<file path="src/rtl/la_acq_if.sv">
// AXI4-Stream bundle carrying DN lanes of type DT per beat.
interface axi4_stream_if #(
  parameter int unsigned DN = 2,
  parameter type         DT = logic [8-1:0]
);
  DT [DN-1:0]    TDATA;
  logic [DN-1:0] TKEEP;
  logic          TLAST;
  logic          TVALID;
  logic          TREADY;

  modport master (output TDATA, TKEEP, TLAST, TVALID, input TREADY);
  modport slave  (input TDATA, TKEEP, TLAST, TVALID, output TREADY);
endinterface

</file>
<file path="src/rtl/la_acq.sv">
// Logic-analyzer acquisition control: pre-trigger fill, armed wait, post-trigger
// capture, with one registered AXI4-Stream output stage.
module la_acq #(
  parameter int unsigned DN = 2,
  parameter type         DT = logic [8-1:0],
  parameter int unsigned CW = 32
) (
  input  logic          clk,
  input  logic          rstn,
  input  logic          ctl_rst,
  input  logic          ctl_acq,
  input  logic          ctl_stp,
  input  logic          ctl_trg,
  input  logic          trg,
  input  logic [CW-1:0] cfg_pre,
  input  logic [CW-1:0] cfg_pst,
  output logic          sts_acq,
  output logic          sts_trg,
  output logic [CW-1:0] sts_pre,
  output logic [CW-1:0] sts_pst,
  axi4_stream_if.slave  sti,
  axi4_stream_if.master sto
);

  typedef enum logic [1:0] {IDL, PRE, ARM, PST} state_t;

  state_t        state, state_nxt;
  logic [CW-1:0] pre_nxt, pst_nxt;
  logic          trg_nxt;
  logic          pend, pend_nxt;
  logic          vld, vld_nxt;
  logic          last, last_nxt;
  logic          load, fin, beat, ready_c;
  DT [DN-1:0]    data;
  logic [DN-1:0] keep;

  // Idle swallows input; active states only accept when the output slot frees up.
  assign ready_c    = (state == IDL) | ~vld | sto.TREADY;
  assign sti.TREADY = ready_c;
  assign beat       = sti.TVALID & ready_c;

  assign sto.TVALID = vld;
  assign sto.TLAST  = last;
  assign sto.TDATA  = data;
  assign sto.TKEEP  = keep;

  always_ff @(posedge clk or negedge rstn) begin
    if (!rstn) state <= IDL;
    else       state <= state_nxt;
  end

  always_comb begin
    state_nxt = state;
    pre_nxt   = sts_pre;
    pst_nxt   = sts_pst;
    trg_nxt   = sts_trg;
    pend_nxt  = pend;
    vld_nxt   = vld & ~sto.TREADY;
    last_nxt  = last;
    load      = 1'b0;
    fin       = 1'b0;
    if (ctl_rst) begin
      state_nxt = IDL;
      pre_nxt   = '0;
      pst_nxt   = '0;
      trg_nxt   = 1'b0;
      pend_nxt  = 1'b0;
      vld_nxt   = 1'b0;
    end else begin
      case (state)
        IDL: if (ctl_acq) begin
          state_nxt = (cfg_pre == '0) ? ARM : PRE;
          pre_nxt   = '0;
          pst_nxt   = '0;
          trg_nxt   = 1'b0;
          pend_nxt  = 1'b0;
        end
        PRE: if (beat) begin
          load    = 1'b1;
          pre_nxt = sts_pre + CW'(1);
          if (pre_nxt == cfg_pre) state_nxt = ARM;
        end
        ARM: begin
          if (beat) begin
            load    = 1'b1;
            pre_nxt = (&sts_pre) ? sts_pre : sts_pre + CW'(1);
          end
          // A beat coinciding with the trigger is itself the trigger beat.
          if (beat && (trg || ctl_trg)) begin
            trg_nxt = 1'b1;
            if (cfg_pst == '0) begin
              fin       = 1'b1;
              state_nxt = IDL;
            end else begin
              state_nxt = PST;
            end
          end else if (ctl_trg) begin
            trg_nxt   = 1'b1;
            pend_nxt  = 1'b1;
            state_nxt = PST;
          end
        end
        PST: if (beat) begin
          load = 1'b1;
          if (pend) begin
            pend_nxt = 1'b0;
            fin      = (cfg_pst == '0);
          end else begin
            pst_nxt = sts_pst + CW'(1);
            fin     = (pst_nxt == cfg_pst);
          end
          if (fin) state_nxt = IDL;
        end
        default: state_nxt = IDL;
      endcase
      if (load) begin
        vld_nxt  = 1'b1;
        last_nxt = fin;
      end
      // Stop closes the capture on whatever beat is left in the output slot.
      if (ctl_stp && state != IDL) begin
        state_nxt = IDL;
        pend_nxt  = 1'b0;
        last_nxt  = 1'b1;
      end
    end
    if (!vld_nxt) last_nxt = 1'b0;
  end

  always_ff @(posedge clk or negedge rstn) begin
    if (!rstn) begin
      sts_pre <= '0;
      sts_pst <= '0;
      sts_trg <= 1'b0;
      sts_acq <= 1'b0;
      pend    <= 1'b0;
      vld     <= 1'b0;
      last    <= 1'b0;
    end else begin
      sts_pre <= pre_nxt;
      sts_pst <= pst_nxt;
      sts_trg <= trg_nxt;
      sts_acq <= (state_nxt != IDL);
      pend    <= pend_nxt;
      vld     <= vld_nxt;
      last    <= last_nxt;
    end
  end

  always_ff @(posedge clk or negedge rstn) begin
    if (!rstn) begin
      data <= '0;
      keep <= '0;
    end else if (load) begin
      data <= sti.TDATA;
      keep <= sti.TKEEP;
    end
  end

endmodule

</file>
<file path="src/flat_wrapper.sv">
// flat-port wrapper written by rule: the top's interface ports become plain ports
module la_acq_flat 
#(
  parameter int unsigned DN = 2,
  parameter type         DT = logic [8-1:0],
  parameter int unsigned CW = 32
)
  (clk, rstn, ctl_rst, ctl_acq, ctl_stp, ctl_trg, trg, cfg_pre, cfg_pst, sts_acq, sts_trg, sts_pre, sts_pst, sti_TDATA, sti_TKEEP, sti_TLAST, sti_TVALID, sti_TREADY, sto_TDATA, sto_TKEEP, sto_TLAST, sto_TVALID, sto_TREADY);
  axi4_stream_if #(.DN(DN), .DT(DT)) sti_i ();
  axi4_stream_if #(.DN(DN), .DT(DT)) sto_i ();
  input  logic clk;
  input  logic rstn;
  input  logic ctl_rst;
  input  logic ctl_acq;
  input  logic ctl_stp;
  input  logic ctl_trg;
  input  logic trg;
  input  logic [CW-1:0] cfg_pre;
  input  logic [CW-1:0] cfg_pst;
  output logic sts_acq;
  output logic sts_trg;
  output logic [CW-1:0] sts_pre;
  output logic [CW-1:0] sts_pst;
  input wire logic [$bits(sti_i.TDATA)-1:0] sti_TDATA;
  input wire logic [$bits(sti_i.TKEEP)-1:0] sti_TKEEP;
  input wire logic [$bits(sti_i.TLAST)-1:0] sti_TLAST;
  input wire logic [$bits(sti_i.TVALID)-1:0] sti_TVALID;
  output wire logic [$bits(sti_i.TREADY)-1:0] sti_TREADY;
  output wire logic [$bits(sto_i.TDATA)-1:0] sto_TDATA;
  output wire logic [$bits(sto_i.TKEEP)-1:0] sto_TKEEP;
  output wire logic [$bits(sto_i.TLAST)-1:0] sto_TLAST;
  output wire logic [$bits(sto_i.TVALID)-1:0] sto_TVALID;
  input wire logic [$bits(sto_i.TREADY)-1:0] sto_TREADY;
  assign sti_i.TDATA = sti_TDATA;
  assign sti_i.TKEEP = sti_TKEEP;
  assign sti_i.TLAST = sti_TLAST;
  assign sti_i.TVALID = sti_TVALID;
  assign sti_TREADY = sti_i.TREADY;
  assign sto_TDATA = sto_i.TDATA;
  assign sto_TKEEP = sto_i.TKEEP;
  assign sto_TLAST = sto_i.TLAST;
  assign sto_TVALID = sto_i.TVALID;
  assign sto_i.TREADY = sto_TREADY;
  la_acq #(.DN(DN), .DT(DT), .CW(CW)) u_core (.clk(clk), .rstn(rstn), .ctl_rst(ctl_rst), .ctl_acq(ctl_acq), .ctl_stp(ctl_stp), .ctl_trg(ctl_trg), .trg(trg), .cfg_pre(cfg_pre), .cfg_pst(cfg_pst), .sts_acq(sts_acq), .sts_trg(sts_trg), .sts_pre(sts_pre), .sts_pst(sts_pst), .sti(sti_i), .sto(sto_i));
endmodule
</file>
<file path="config.mk">
export PLATFORM = sky130hd
export DESIGN_NAME = la_acq_flat
export DESIGN_NICKNAME = d
export VERILOG_FILES = /design/src/rtl/la_acq_if.sv /design/src/rtl/la_acq.sv /design/src/flat_wrapper.sv
export SDC_FILE = /design/constraint.sdc
export NUM_CORES = 1
export LEC_CHECK = 0
export CORE_MARGIN = 2
export CORE_UTILIZATION = 45
export DETAILED_ROUTE_END_ITERATION = 7
export PLACE_DENSITY = 0.78
export SLEW_MARGIN = 10
export SYNTH_ARGS = -nofsm -noshare
export SYNTH_HDL_FRONTEND = slang
export SYNTH_SLANG_ARGS = --single-unit
</file>
<file path="constraint.sdc">
create_clock -name clk -period 3.37 [get_ports clk]
set_input_delay 0.674 -clock clk [delete_from_list [all_inputs] [get_ports clk]]
set_output_delay 0.674 -clock clk [all_outputs]
set_load 0.05 [all_outputs]
</file>
# After elaboration in Yosys (flattened, before gate mapping)
# Index checks and enable logic that the tools add are counted.
# word_totals
register_bits,89
in_bits,92
word_cells,106
# classes
n_eq_ne,18
muxes,50
reduce_logical,19
bitwise,6
n_addsub,2
# ops
operator,n
32-bit 2-to-1 mux,8
32-bit one-hot mux with 3 select lines,1
32-bit by 1-bit adder with 32-bit output (second input constant),2
32-bit equality test,2
32-bit logical NOT,2
32-bit one-hot mux with 2 select lines,1
32-bit AND reduction,1
1-bit 2-to-1 mux,25
2-bit 2-to-1 mux,11
3-bit inequality test (second input constant),4
5-bit AND reduction,2
3-bit by 2-bit inequality test with 1-bit output (second input constant),3
4-bit by 3-bit inequality test with 1-bit output (second input constant),2
4-bit inequality test (second input constant),2
2-bit one-hot mux with 4 select lines,1
3-bit nonzero test,2
5-bit nonzero test,1
2-bit equality test (second input constant),2
4-bit by 2-bit inequality test with 1-bit output (second input constant),1
1-bit one-hot mux with 2 select lines,2
4-bit AND reduction,1
2-bit nonzero test,2
4-bit nonzero test,1
1-bit one-hot mux with 3 select lines,1
11 further kinds,15

# Logic depth before layout (Yosys ltp)
# depth
word_depth,13
mapped_depth,13

# Least setup slack after synthesis
# No wires, ideal clock.
# synth_path
path_type,reg-to-reg
start,reg u_core.sts_pre[0]
end,reg u_core.sts_acq
slack_ns,-0.246
stages_incl_launch_ff,13
synth_period_minus_slack_ns,3.616
setup_time_ns,0.064
arrival_time_ns,3.551
required_time_ns,3.306
path_cell_list,dfrtp_1 ha_1 and2_1 buf_2 nand4_4 or4_1 clkbuf_1 xnor2_1 a2111oi_1 nand4_1 or4b_1 a31oi_1 or2_1
# synth_via
elab_chain_len,8
# synth_rtl
item,line,text
start: declaration,la_acq.sv:19,"output logic [CW-1:0] sts_pre,"
start signal: assignment,la_acq.sv:140,sts_pre <= pre_nxt;
32-bit by 1-bit adder with 32-bit output,la_acq.sv:80,pre_nxt = sts_pre + CW'(1);
32-bit equality test,la_acq.sv:81,if (pre_nxt == cfg_pre) state_nxt = ARM;
2-bit 2-to-1 mux,la_acq.sv:81,
2-bit 2-to-1 mux,la_acq.sv:78,PRE: if (beat) begin
2-bit one-hot mux with 4 select lines,la_acq.sv:70,case (state)
2-bit 2-to-1 mux,la_acq.sv:121,if (ctl_stp && state != IDL) begin
2-bit 2-to-1 mux,la_acq.sv:62,if (ctl_rst) begin
net u_core.state_nxt[1],la_acq.sv:27,"state_t state, state_nxt;"
2-bit nonzero test,la_acq.sv:143,sts_acq <= (state_nxt != IDL);
end signal: assignment,la_acq.sv:143,
end: declaration,la_acq.sv:17,"output logic sts_acq,"
# The timed path passes the listed nets, and every way through them passes these cells.
# A chain may end at the register's enable or synchronous reset.

# Worst setup path after layout
# layout_path
start,reg u_core.sts_pre[3]
end,reg u_core.sts_acq
# Same word-level chain as after synthesis.

==> metrics.md <==
| Metric | Value |
|---|---|
| Internal power | ~2.5 mW |
| Hold Crit Class | input pin to asynchronous set/reset pin |
| Max_cap viols | 0 |
| CP max-delay cell | or4_1 |
| Via density | roughly 6.1 |
| Setup-failing EPs final | 0 |
| Floorplan core area | around 0.015 sq mm |
| Final WL | 21900 um |
| Synth cell types | between 60 and 70 |
| Worst-path cell chain | nand4_4, or4_1, o31ai_1, a31oi_1, a2111oi_2, nand4_1, or4b_1, a31oi_1, or2_1 |
| Initial DRC Count | roughly 860 |
| CP Class | flip-flop to flip-flop |
| Synthesized cell area | a little under 0.007 sq mm |
| Post-placement cell count | between 1000 and 1500 |
| DR WL/cell | around 18 um |
| Drt first pass iters | 6 |
| Die W | about 130 um |
| Net count, final | ~1100 |
| Async SR Flop Fraction | between 90% and 100% |
| Clock skew | around 0.01 ns |
| IO Port Bufs | 177 |
| Slew headroom | between 50% and 60% |
| Largest net degree at the start of global routing | 63 |
| I/O pin cnt | about 180 |
| Initial antenna violation count | 0 |
| Critical Path Start | u_core.sts_pre[3]$_DFFE_PN0P_ |
| Sw Ratio | about two fifths |
| Worst ir drop on vdd | 0.241 mV |
| Layout cells sized above 1 | 14.4% |
| Most frequent CP cell | a31oi_1 |
| Total power draw | around 4.1 mW |
| Vias in the first global route | ~7000 |
| Clock share of power | between 20% and 30% |
| Synth Register Bits | 89 |
| CP max FO | 11 |
| Status | finished clean |
| R2r endpoint | u_core.sts_acq$_DFF_PN0_ |
| Worst r2r src | u_core.sts_pre[3]$_DFFE_PN0P_ |
| Power per Cell Area | between 400 and 500 mW/mm^2 |
| Startpoint Class | flip-flop |
| Root Buffer | clkbuf_16 |
| Reg2reg setup slack | approximately 0.089 ns |
| First-pass GRT wire length | roughly 35000 um |
| Syn nets | just over 900 |
| Worst-path clk slew | 0.07 ns |
| Leak | 3.70 nW |
| Initial core utilization | a little under half |
| Worst path depth | 9 |
| CTS buffer count | 9 |
| Total number of vias | 7400 |
| Std cell rows | 44 |
| R2R depth | 9 |
| Post-route minimum period | around 3.3 ns |
| Cell Count, Final, Fillers Out | approximately 1200 |
| Gp weighted congestion | ~0.95 |
| Die height | roughly 130 um |
| Slowest stage delay, CP | ~0.6 ns |
| H-tree levels | 3 |
| Antenna viol nets, final | 0 |
| Pin slew with the least headroom to its limit | between 0.6 and 0.7 ns |
| Ys flop type | dfrtp_1 |
| Area growth from synthesis to layout | 40.9% |
| CP delay by family, top | simple AND/OR/NAND/NOR gates |
| Sequential power share | between 30% and 40% |
| Seq/Total Area, Yosys | about a third |
| Die area | between 0.015 and 0.02 sq mm |
| Max Freq | roughly 300 MHz |
| Grt ovf | 0 |
| Number of enable flip-flop cells after synthesis | 0 |
| WP buf/inv | 0 |
| P_sw | about 1.6 mW |
| Synth Area per Inst | 8.28 sq um |
| CP endpoint | u_core.sts_acq$_DFF_PN0_ |
| Combinational share of power | about two fifths |
| CTS tree | done |
| Syn. warnings | 0 |
| Clock tree buffer depth | 2 |
| CP endpoint kind | flip-flop |
| N_diodes | 0 |
| Worst EP required | 3.66 ns |
| WP data arrival | ~3.6 ns |
| Final hold viol count | 0 |
| Tcrit/Tclk final | 97.3% |
| Cells after synthesis | 820 |
| Residual DRC | 0 |
| GRT Total Usage | 27.0% |
| Final slew viol count | 0 |
| CTS sink cnt | about 90 |
| RSZ-0062 raised after global routing | no |
| Clock Latency Late Sink | about 0.35 ns |
| Dpl hpwl | roughly 16000 um |
[area by class of cell]
class | instances | area, sq um
clock buffer | 9 | 225
timing repair buffer | 248 | 2360
multi-input combinational | 670 | 4360
clock inverter | 7 | 83.8
sequential | 89 | 2250
fill | 1194 | 5080
inverter | 13 | 48.8
tap | 184 | 230
[state kept, by name, summed over array words and instances (netlist names)]
signal / flops
u_core.sto.TLAST: 1
u_core.sts_trg: 1
u_core.sto.TKEEP: 2
u_core.pend: 1
u_core.sts_pst: 32
u_core.sto.TVALID: 1
u_core.sto.TDATA: 16
u_core.sts_pre: 32
u_core.sts_acq: 1
u_core.state: 2
[worst min-delay path by stage]
stage	from	endpoint	slack, ns	cells after the start
after floorplan	rstn	u_core.pend$_DFFE_PN0P_	0.38	0
after global placement	u_core.sto.TKEEP[1]$_DFFE_PN0P_	u_core.sto.TKEEP[1]$_DFFE_PN0P_	0.49	1
after detailed placement	u_core.sto.TKEEP[1]$_DFFE_PN0P_	u_core.sto.TKEEP[1]$_DFFE_PN0P_	0.50	1
after CTS	rstn	u_core.sts_pre[2]$_DFFE_PN0P_	0.35	1
after global routing	rstn	u_core.sts_pre[30]$_DFFE_PN0P_	0.38	1
final	rstn	u_core.sts_pst[12]$_DFFE_PN0P_	0.34	1
[layout by cell type (no fill, tap or decap), drive strengths merged, types with 4 or more instances in the layout]
cell type	n
and2	9
or3	6
mux2	19
nor4	32
mux2i	6
o21ai	90
clkdlybuf4s50	176
or4	6
dfrtp	89
or3b	4
inv	17
nor2	70
ha	7
nor3	18
and3	13
a211oi	8
o41ai	13
nand2b	7
a31oi	14
a21oi	26
nor2b	12
and4	5
xnor2	52
o31ai	32
buf	72
a21o	8
a2111oi	5
clkbuf	9
nand2	72
nand4	38
xor2	36
nand3	29
[per-layer routing]
layer | wire (um) | up-vias | GRT usage (%) | part of all wire (%)
li1 | - | 3466 | - | -
met5 | 0 | - | 0 | 0
met1 | 9380 | 3516 | 36.6 | 43
met3 | 1530 | 44 | 4.13 | 7.0
met2 | 10400 | 374 | 44.4 | 48
met4 | 565 | 0 | 8.73 | 2.6
[through the flow]
step | TNS (ns) | setup WS (ns) | hold WS [ns] | instance area [sq um] | utilization, %
floorplan | 0 | 0.00248 | 0.378 | 6820 | -
global placement | 0 | 0.0101 | 0.488 | 9230 | 63.0
detailed placement | -0.0327 | -0.0327 | 0.495 | 9230 | 63.0
CTS | 0 | 0.0528 | 0.354 | 9540 | 65.1
global route | 0 | 0.00638 | 0.380 | 9560 | 65.3
finish | 0 | 0.0894 | 0.342 | 9560 | 65.3
[what timing repair did]
action                     4_1_cts  5_1_grt
setup endpoints to repair        0        2
hold buffers                     0        0
setup buffers                    0        0
resized for setup                0        5
[cell families after synthesis]
logic type / synth area share [%]
AO/OA/AOI/OAI: 19.8
XOR/XNOR: 11.4
adder cells (fa/ha/maj): 1.29
buffers and inverters: 3.59
flip-flops: 32.8
multiplexers: 4.04
AND/OR/NAND/NOR: 27.2
[worst register-to-register path: stages (launching register included)]
cell	delay, ns
dfrtp_2	0.48
nand4_4	0.24
or4_1	0.61
o31ai_1	0.24
a31oi_1	0.16
a2111oi_2	0.40
nand4_1	0.22
or4b_1	0.54
a31oi_1	0.21
or2_1	0.12
[power by group through the flow]
stage | logic [mW] | registers (mW) | clock network, mW
after global placement | 1.69 | 1.31 | 0
after global routing | 1.84 | 1.33 | 1.14
after floorplan | 0.621 | 1.76 | 0
after detailed placement | 1.71 | 1.32 | 0
final | 1.72 | 1.30 | 1.08
after CTS | 1.72 | 1.30 | 1.09
[cells in the mapped netlist, types with 8 or more instances]
library cell,instances,area (sq um)
and2_1,8,50.1
a21oi_1,26,130
nor2_1,70,263
mux2_2,19,214
dfrtp_1,89,2230
o31ai_1,32,240
nand4_1,35,219
and3_1,13,81.3
clkbuf_1,36,135
xnor2_1,52,455
nor4_1,28,175
o41ai_1,13,114
nor2b_1,12,75.1
inv_1,13,48.8
a211oi_1,8,60.1
nand3_1,28,140
a31oi_1,14,87.6
nand2_1,72,270
o21ai_0,89,445
buf_2,8,40.0
nor3_1,17,85.1
xor2_1,36,315
a21o_1,8,60.1
Note: power is estimated with default switching activity, not from simulation.
